==> config.mk <==
export PLATFORM = sky130hd
export DESIGN_NAME = apo_input_arbiter
export DESIGN_NICKNAME = d
export VERILOG_FILES = /design/src/rtl/apo_input_arbiter.sv
export SDC_FILE = /design/constraint.sdc
export NUM_CORES = 1
export LEC_CHECK = 0
export BUFFER_PORTS_ARGS = -buffer_cell sky130_fd_sc_hd__buf_2
export CORE_MARGIN = 4
export CORE_UTILIZATION = 35
export CTS_CLUSTER_SIZE = 12
export DETAILED_ROUTE_END_ITERATION = 7
export SLEW_MARGIN = 20
export SYNTH_ARGS = -nofsm -noshare
export SYNTH_HDL_FRONTEND = slang
export SYNTH_SLANG_ARGS = --single-unit
export TNS_END_PERCENT = 5
==> constraint.sdc <==
create_clock -name clk -period 7 [get_ports clk]
set_clock_uncertainty 0.15 [all_clocks]
set_input_delay 0 -clock clk [delete_from_list [all_inputs] [get_ports clk]]
set_output_delay 0 -clock clk [all_outputs]
set_load 0.02 [all_outputs]
==> src/rtl/apo_input_arbiter.sv <==
// apo_input_arbiter: five one-entry holding slots feeding a single output
// register through a round-robin scheduler. Colliding arrivals are dropped,
// flagged per port and counted (saturating).

// One holding slot: loads an arriving packet when empty or draining this edge.
module apo_hold_slot #(
  parameter int N2 = 9
) (
  input  logic          clk,
  input  logic          rst_n,
  input  logic [N2-1:0] in_pkt,
  input  logic          move,
  output logic          full,
  output logic [N2-1:0] pkt,
  output logic          drop
);
  logic          full_q, full_d;
  logic [N2-1:0] pkt_q, pkt_d;
  logic          arrive, load;

  // Arrival resolves to a load or a drop; a move frees the slot for reuse.
  always_comb begin
    arrive = in_pkt[N2-1];
    load   = arrive && (!full_q || move);
    drop   = arrive && full_q && !move;
    full_d = load || (full_q && !move);
    pkt_d  = load ? in_pkt : pkt_q;
  end

  // Slot state register.
  always_ff @(posedge clk or negedge rst_n) begin
    if (!rst_n) begin
      full_q <= 1'b0;
      pkt_q  <= '0;
    end else begin
      full_q <= full_d;
      pkt_q  <= pkt_d;
    end
  end

  assign full = full_q;
  assign pkt  = pkt_q;
endmodule

module apo_input_arbiter #(
  parameter int N2 = 9,
  parameter int CW = 8
) (
  input  logic          clk,
  input  logic          rst_n,
  input  logic [N2-1:0] in_free,
  input  logic [N2-1:0] in_r1R,
  input  logic [N2-1:0] in_r2R,
  input  logic [N2-1:0] in_r1L,
  input  logic [N2-1:0] in_r2L,
  output logic [N2-1:0] grant_pkt,
  output logic [2:0]    grant_src,
  output logic          grant_valid,
  input  logic          grant_ready,
  output logic [4:0]    hold_full,
  output logic [4:0]    drop_err,
  output logic [CW-1:0] drop_count,
  input  logic          clr_err
);
  localparam int NP = 5;

  logic [NP-1:0][N2-1:0] in_bus, slot_pkt;
  logic [NP-1:0]         move, drop;

  logic [N2-1:0] grant_pkt_q, grant_pkt_d;
  logic [2:0]    grant_src_q, grant_src_d;
  logic          grant_valid_q, grant_valid_d;
  logic [2:0]    last_q, last_d;
  logic [4:0]    drop_err_q, drop_err_d;
  logic [CW-1:0] drop_count_q, drop_count_d;

  logic          out_load, sel_valid;
  logic [2:0]    sel_idx;
  logic [3:0]    cand;
  logic [2:0]    ndrop;
  logic [CW:0]   cnt_sum;
  logic [CW-1:0] cnt_base;

  assign in_bus = {in_r2L, in_r1L, in_r2R, in_r1R, in_free};

  for (genvar g = 0; g < NP; g++) begin : g_slot
    apo_hold_slot #(.N2(N2)) u_slot (
      .clk    (clk),
      .rst_n  (rst_n),
      .in_pkt (in_bus[g]),
      .move   (move[g]),
      .full   (hold_full[g]),
      .pkt    (slot_pkt[g]),
      .drop   (drop[g])
    );
  end

  // Round-robin pick: first occupied slot after last, wrapping mod 5.
  always_comb begin
    out_load  = !grant_valid_q || grant_ready;
    sel_valid = 1'b0;
    sel_idx   = '0;
    cand      = '0;
    for (int i = 1; i <= NP; i++) begin
      cand = {1'b0, last_q} + 4'(i);
      if (cand >= 4'(NP)) cand = cand - 4'(NP);
      if (!sel_valid && hold_full[cand[2:0]]) begin
        sel_valid = 1'b1;
        sel_idx   = cand[2:0];
      end
    end
    move = '0;
    if (out_load && sel_valid) move[sel_idx] = 1'b1;
  end

  // Output stage and pointer advance only when the stage can take a packet.
  always_comb begin
    grant_pkt_d   = grant_pkt_q;
    grant_src_d   = grant_src_q;
    grant_valid_d = grant_valid_q;
    last_d        = last_q;
    if (out_load) begin
      grant_valid_d = sel_valid;
      if (sel_valid) begin
        grant_pkt_d = slot_pkt[sel_idx];
        grant_src_d = sel_idx;
        last_d      = sel_idx;
      end
    end
  end

  // Drop bookkeeping; a same-edge drop survives a clear.
  always_comb begin
    ndrop = '0;
    for (int i = 0; i < NP; i++) ndrop = ndrop + {2'b00, drop[i]};
    cnt_base     = clr_err ? '0 : drop_count_q;
    cnt_sum      = {1'b0, cnt_base} + (CW+1)'(ndrop);
    drop_count_d = cnt_sum[CW] ? '1 : cnt_sum[CW-1:0];
    drop_err_d   = (clr_err ? 5'b0 : drop_err_q) | drop;
  end

  // State registers; last resets to 4 so port 0 wins first.
  always_ff @(posedge clk or negedge rst_n) begin
    if (!rst_n) begin
      grant_pkt_q   <= '0;
      grant_src_q   <= '0;
      grant_valid_q <= 1'b0;
      last_q        <= 3'd4;
      drop_err_q    <= '0;
      drop_count_q  <= '0;
    end else begin
      grant_pkt_q   <= grant_pkt_d;
      grant_src_q   <= grant_src_d;
      grant_valid_q <= grant_valid_d;
      last_q        <= last_d;
      drop_err_q    <= drop_err_d;
      drop_count_q  <= drop_count_d;
    end
  end

  assign grant_pkt   = grant_pkt_q;
  assign grant_src   = grant_src_q;
  assign grant_valid = grant_valid_q;
  assign drop_err    = drop_err_q;
  assign drop_count  = drop_count_q;
endmodule

==> results of run 1 <==
==> worst min path at each step <==
stage / from / to / cells past startpoint
after floorplan: rst_n / drop_count[0]$_DFF_PN0_ / 0
after global placement: in_r2R[5] / g_slot[2].u_slot.pkt[5]$_DFFE_PN0P_ / 2
after detailed placement: rst_n / g_slot[4].u_slot.pkt[5]$_DFFE_PN0P_ / 1
after CTS: rst_n / g_slot[3].u_slot.pkt[4]$_DFFE_PN0P_ / 2
after global routing: in_r2R[5] / g_slot[2].u_slot.pkt[5]$_DFFE_PN0P_ / 3
final: in_r1R[7] / g_slot[1].u_slot.pkt[7]$_DFFE_PN0P_ / 3
==> cell families (layout without fill, tap and decap cells) <==
group / Yosys count / count (layout) / synth area share, %
compound gates: 130 / 130 / 21.1
xor+xnor: 7 / 7 / 1.27
fa+ha+maj: 17 / 17 / 5.04
buf+inv: 44 / 170 / 4.89
flops: 77 / 77 / 40.1
mux: 56 / 56 / 12.8
simple gates: 132 / 132 / 14.9
==> critical path: cells and delay by family, from the launching register on <==
kind / cells / cell delay [ns]
buffers and inverters: 2 / 0.33
adder cells (fa/ha/maj): 5 / 2.28
multiplexers: 3 / 0.70
AND/OR/NAND/NOR: 6 / 0.93
AO/OA/AOI/OAI: 4 / 1.16
flip-flops: 1 / 0.63
==> area by class of cell <==
| type | instances | area (µm²) |
|---|---|---|
| flip-flops and latches | 77 | 1930 |
| clock inverters | 1 | 7.51 |
| fillers | 1297 | 7200 |
| repair buffers | 141 | 1030 |
| multi-input cells | 342 | 2650 |
| clock buffers | 13 | 260 |
| well taps | 176 | 220 |
| inverters | 15 | 56.3 |
==> cell usage in the layout, fill, tap and decap left out, drive strengths merged, types with 4 or more instances in the layout <==
cell type    count
a31oi            5
mux2            32
nor2            19
nor3b            4
o21ai           26
a21oi           18
fa               4
mux2i           23
or2              7
inv             14
a222oi           9
a21o             5
o31ai            4
dlygate4sd3     57
nor2b            6
clkbuf          13
nand3            8
or3              4
xnor2            6
buf             84
nor3             8
nand2b          12
nand2           42
ha              13
dfrtp           76
o211ai          29
and2             4
==> per-layer routing <==
layer | vias up | routed length [µm]
li1 | 1971 | -
met1 | 2006 | 6040
met2 | 138 | 6790
met3 | 28 | 786
met4 | 0 | 391
met5 | - | 0
==> stage by stage <==
stage / area, µm² / setup slack (ns) / instances / util, % / hold slack [ns]
5_1_grt: 6150 / 0.149 / 765 / 46.1 / 0.292
6_report: 6150 / 0.692 / 765 / 46.1 / 0.272
4_1_cts: 6110 / 0.471 / 763 / 45.8 / 0.256
3_3_place_gp: 5280 / 0.770 / 693 / 39.6 / 0.0644
2_1_floorplan: 4810 / 1.19 / 463 / - / -0.446
3_5_place_dp: 5280 / 0.495 / 693 / 39.6 / 0.0717
==> registers in the layout, indices dropped and copies added, names as in the netlist <==
name                cells
drop_err                5
g_slot.u_slot.pkt      45
last_q                  1
drop_count              8
grant_valid             1
grant_pkt               9
grant_src               3
g_slot.u_slot.full      5
==> what timing repair did <==
item                       4_1_cts  5_1_grt
hold endpoints to repair       133       18
setup endpoints to repair        0        3
hold buffers                    56        1
resized for setup                0        1
==> metrics.txt, run 1 <==
row count=42; Crit path arrival time=between 6 and 7 ns; wire length per cell=18.3 µm; initial antenna violation count=0; leading area contributor after synthesis=dfrtp_1; Syn Inst Count=463; Worst Setup End Kind=flip-flop; CTS Buf Count=9; DP Wirelength=10,000 µm; GRT met1 Usage=23.6%; WP data required=between 7 and 8 ns; Worst slew margin=45.9%; first-pass GRT wire length=23,200 µm; Synth Flop Type=dfrtp_1; worst r2r path cells=20; CTS sink count=77; CP peak stage delay=0.65 ns; Setup Buffers After CTS=0; Post-synth ARST share=100%; Hold Fails Final Rpt=0; Detail Route Antenna Nets=0; CP max-delay cell=ha_2; setup violators final=0; top cells by count, synth=dfrtp_1, nand2_1, o211ai_1; crit-path max FO=20; vias per cell=5.42; starting density of the core=36.1%; Die Footprint=15,700 µm²; Final #Nets=652; outcome=completed; I/O Buffers=79; CTS Root Cell=clkbuf_16; ANT cells=0; Final period util=90.1%; Tightest Hold Check Type=primary input to flip-flop; top cells by area, synth=dfrtp_1, mux2_2, mux2i_1; Core ar.=13,300 µm²; min cycle time layout=6.31 ns; RSZ-0062 raised after global routing=no; First-pass DRT Iterations=7; I/O pins=80; WS Path Type=flip-flop to flip-flop; worst reg2reg path startpoint=grant_src[1]$_DFFE_PN0P_; synth-to-layout area growth=27.8%; post-synth cell types=83; setup TNS=0 ns; layout cells sized above 1=roughly a quarter; DIE WIDTH=between 100 and 150 µm; Synth warnings=0; worst reg2reg setup slack=0.69 ns; Synth top area share=39.5%; largest net degree at the start of global routing=approximately 80; Setup crit start=grant_src[1]$_DFFE_PN0P_; most common cell in the netlist=dfrtp_1; initial drt markers=approximately 240; syn_nets=529; worst setup path end=drop_count[7]$_DFF_PN0_; CTS tree=done; Global Route met3 Usage=4.43%; Die Height=125 µm; H-tree Lvls=3; Avg Synthesized Cell Area=10.4 µm²; global route hottest layer=met2; clk_lat worst skew=between 0.3 and 0.4 ns; Post-synth EDFFs=0; Max Fclk=159 MHz; Tot GR Track Use=between 10% and 20%; number of global-route vias before repair=4,423; CP cell instances=inv_1 > ha_2 > mux2i_1 > mux4_2 > or2_1 > nand3_1 > nor3_2 > a31oi_2 > o21a_1 > a31oi_1 > nand2_1 > fa_1 > inv_1 > fa_1 > ha_1 > fa_1 > a21oi_1 > nand2_1 > mux2i_1 > nor2_1; count of final max-slew check failures=0; clk buf depth=2; grt total ovfl=0; share of the yosys chip area belonging to registers=40.1%; Post-route DRC=0; total number of vias=4,143; global-route met2 utilization=between 30% and 40%; Clk pin slew, worst setup/hold paths=0.06 ns; WL final=14,000 µm; FF-to-FF End=drop_count[7]$_DFF_PN0_; Worst Setup Start Kind=flip-flop; Mapped Area=just under 5000 µm²; routability cong.=0.976; Seq cells post-synth=77; Max-Cap Viols=0; worst-margin pin slew=0.811 ns; critical path's most frequent cell=fa_1
Power of run 1 is left out: the tool's default activity adds up to more than one toggle a clock period on the data nets, which glitch-free logic cannot reach.
==> run 2, diff against run 1 <==
Settings changed: CTS_CLUSTER_SIZE 12 to default, SKIP_LAST_GASP from default to 1, SYNTH_HIERARCHICAL from default to 1.
==> run 2 against run 1 <==
Compared with the run above: count of clock-buffer cells in the layout shrank 2; global-route usage shrank 1.5 points; synthesized cell count grew 4.3%; maximum frequency shrank 3.5%; non-clock buffer count grew 8.
==> metrics.txt, run 2 <==
outcome=completed; initial antenna violation count=0 (unchanged); Worst Setup Start Kind=flip-flop; WS Path Type=flip-flop to flip-flop; max reg flops=45 (unchanged); CTS Buf Count=9 (unchanged); clk buf depth=2 (unchanged); Clk pin slew, worst setup/hold paths=0.06 ns (about the same); starting density of the core=35.7% (-0.36 points); leading area contributor after synthesis=dfrtp_1; grt total ovfl=0 (unchanged); Final period util=93.4% (+3.3 points); WP data required=7.10 ns (+0.03 ns); synth-to-layout area growth=27.8% (about the same); min cycle time layout=6.54 ns (+0.228 ns); CP cell instances=inv_1 > ha_1 > a2111oi_0 > o211ai_1 > o211a_1 > o2111ai_1 > a31o_2 > and2_1 > nand2_1 > nor2_1 > nand2b_4 > nor2_1 > fa_1 > inv_1 > fa_1 > inv_1 > ha_1 > inv_1 > fa_1 > inv_1 > a21o_1 > nand4_1 > o21ai_0; Tot GR Track Use=16.8% (-1.5 points); Avg Synthesized Cell Area=10.7 µm² (+3.3%); FF-to-FF End=drop_count[4]$_DFF_PN0_; Crit path arrival time=6.64 ns (+0.26 ns); worst reg2reg setup slack=0.46 ns (-0.23 ns); vias per cell=5.31 (-2.0%); Worst Hold Margin=0.280 ns (+0.00797 ns); Tightest Hold Check Type=primary input to flip-flop; Setup crit start=last_q[2]$_DFFE_PN1P_; setup TNS=0 ns (unchanged); Die Footprint=16,800 µm² (+7.3%); Synth warnings=6 (+6); most frequent cells in the layout=buf_2, dfrtp_1, dlygate4sd3_1; total number of vias=4,261 (+2.8%); CTS tree=done; CP max-delay cell=dfstp_2; clk_lat worst skew=0.33 ns (about the same); Max Fclk=153 MHz (-3.5%); ANT cells=0 (unchanged); H-tree Lvls=3 (unchanged); commonest non-fill, non-tap cell in the layout=buf_2; layout cells sized above 1=28.3% (+2.6 points); hold depth=3 (unchanged); crit-path max FO=28 (+40%); DP Wirelength=9800 µm (-2.1%); worst setup path end=drop_count[4]$_DFF_PN0_; Hold Fails Final Rpt=0 (unchanged); Synth Area in XOR/XNOR=1.52% (+0.25 points); I/O Buffers=79 (unchanged); First-pass DRT Iterations=5 (-2); largest family of logic cells by synthesized area=compound AO/OA/AOI/OAI gates; Worst slew margin=54.5% (+8.6 points); top cells by area, synth=dfrtp_1, mux2_4, ha_1; largest net degree at the start of global routing=78 (unchanged); I/O pins=80 (unchanged); critical path's most frequent cell=inv_1; crit path buf inv count=5 (+3); Syn Inst Count=483 (+4.3%); Simple-Gate Fraction of Synth Area=17.4% (+2.5 points); Worst Setup End Kind=flip-flop; count of final max-slew check failures=0 (unchanged); Post-synth ARST share=100% (unchanged); Compound-Gate Fraction of Synth Area=20.2% (-0.82 points); top cells by count, synth=dfrtp_1, mux2_4, nor2_1; Synth Flop Type=dfrtp_1; worst-margin pin slew=0.680 ns (-0.131 ns); number of fill cells=1,354 (+4.4%); wire length per cell=17.4 µm (-5.0%); Mapped Area=5190 µm² (+7.8%); WL final=14,000 µm (-0.31%); post-synth cell types=79 (-4.8%); initial drt markers=305 (+25%); setup violators final=0 (unchanged); CTS Root Cell=clkbuf_16; adder-cell area share of the yosys netlist=4.92% (-0.12 points); CP peak stage delay=0.73 ns (+0.08 ns); routability cong.=0.929 (-4.8%); Synth top area share=36.7% (-2.9 points); most common cell in the netlist=dfrtp_1; Post-route DRC=0 (unchanged); Post-synth EDFFs=0 (unchanged); Die Height=130 µm (+3.6%); delay-heaviest family, CP=compound AO/OA/AOI/OAI gates; share of the yosys chip area belonging to registers=37.2% (-2.9 points); Core ar.=14,500 µm² (+8.9%); mux cell area share after synthesis=13.2% (+0.38 points); DIE WIDTH=130 µm (+3.6%); Setup Buffers After CTS=0 (unchanged); worst r2r path cells=23 (+15%); Seq cells post-synth=77 (unchanged); worst reg2reg path startpoint=last_q[2]$_DFFE_PN1P_; syn_nets=550 (+4.0%); Detail Route Antenna Nets=0 (unchanged); Max-Cap Viols=0 (unchanged); row count=44 (+4.8%); RSZ-0062 raised after global routing=no; cell count along the critical path=23 (+15%); CTS sink count=77 (unchanged); first-pass GRT wire length=22,600 µm (-2.6%); number of global-route vias before repair=4,394 (-0.66%); Final #Nets=681 (+4.4%)
-- run 2: cell types whose count changed after synthesis, moves of 13 or more --
cell      previous run  this run
nor2_1              18        31
and3_1               1        17
mux2i_1             22         7
mux2_4               0        40
o211ai_1            28        10
nand2_1             42        28
mux2_2              23         0
-- run 2: worst min-delay path by stage --
stage	start	endpoint	slack, ns
3_5_place_dp	rst_n	g_slot[4].u_slot/pkt[6]$_DFFE_PN0P_	0.06
4_1_cts	rst_n	g_slot[4].u_slot/pkt[6]$_DFFE_PN0P_	0.25
6_report	in_r1R[1]	g_slot[1].u_slot/pkt[1]$_DFFE_PN0P_	0.28
5_1_grt	in_r1R[1]	g_slot[1].u_slot/pkt[1]$_DFFE_PN0P_	0.29
2_1_floorplan	rst_n	drop_count[0]$_DFF_PN0_	-0.45
3_3_place_gp	rst_n	g_slot[4].u_slot/pkt[5]$_DFFE_PN0P_	0.05
-- run 2: timing repair --
item                       in CTS  in global routing
hold endpoints to repair      136                 18
hold buffers                   61                  1
resized for setup               0                  1
setup endpoints to repair       0                  7
-- run 2: logic make-up (layout without fill, tap and decap cells) --
family,after synthesis,count (layout)
DFF,77,77
muxes,48,48
and+or+nand+nor,151,151
buffers and inverters,49,185
xor gates and xnor gates,9,9
AOI/OAI and AO/OA,131,131
adders and majority gates,18,18
-- run 2: layer usage --
layer  track usage, %  vias up  routed length, µm
met5                0        -                  0
met4             5.81        0                295
met3             3.19       21                607
met2             27.0      122               6730
met1             22.8     2079               6330
li1                 -     2039                  -
-- run 2: tightest hold or removal path: cells and delay by family --
kind / cells / cell delay, ns
buffers and inverters: 2 / 0.60
muxes: 1 / 0.12
-- run 2: metrics by stage --
step           instances  util, %  instance area, µm²  setup WS [ns]
2_1_floorplan        483        -                5190           1.01
3_5_place_dp         724     38.9                5660          0.458
5_1_grt              803     45.6                6630         0.0275
4_1_cts              801     45.4                6590          0.449
3_3_place_gp         724     38.9                5660          0.599
6_report             803     45.6                6630          0.464
-- run 2: layout make-up --
class / instances / area [µm²] / area share (%)
repair buffers: 149 / 1100 / 16.6
clock buffers: 11 / 243 / 3.66
clock inverters: 5 / 82.6 / 1.25
inverters: 20 / 75.1 / 1.13
multi-input cells: 357 / 2970 / 44.8
well taps: 184 / 230 / 3.47
flip-flops and latches: 77 / 1930 / 29.1
Power of run 2 is left out for the same reason.
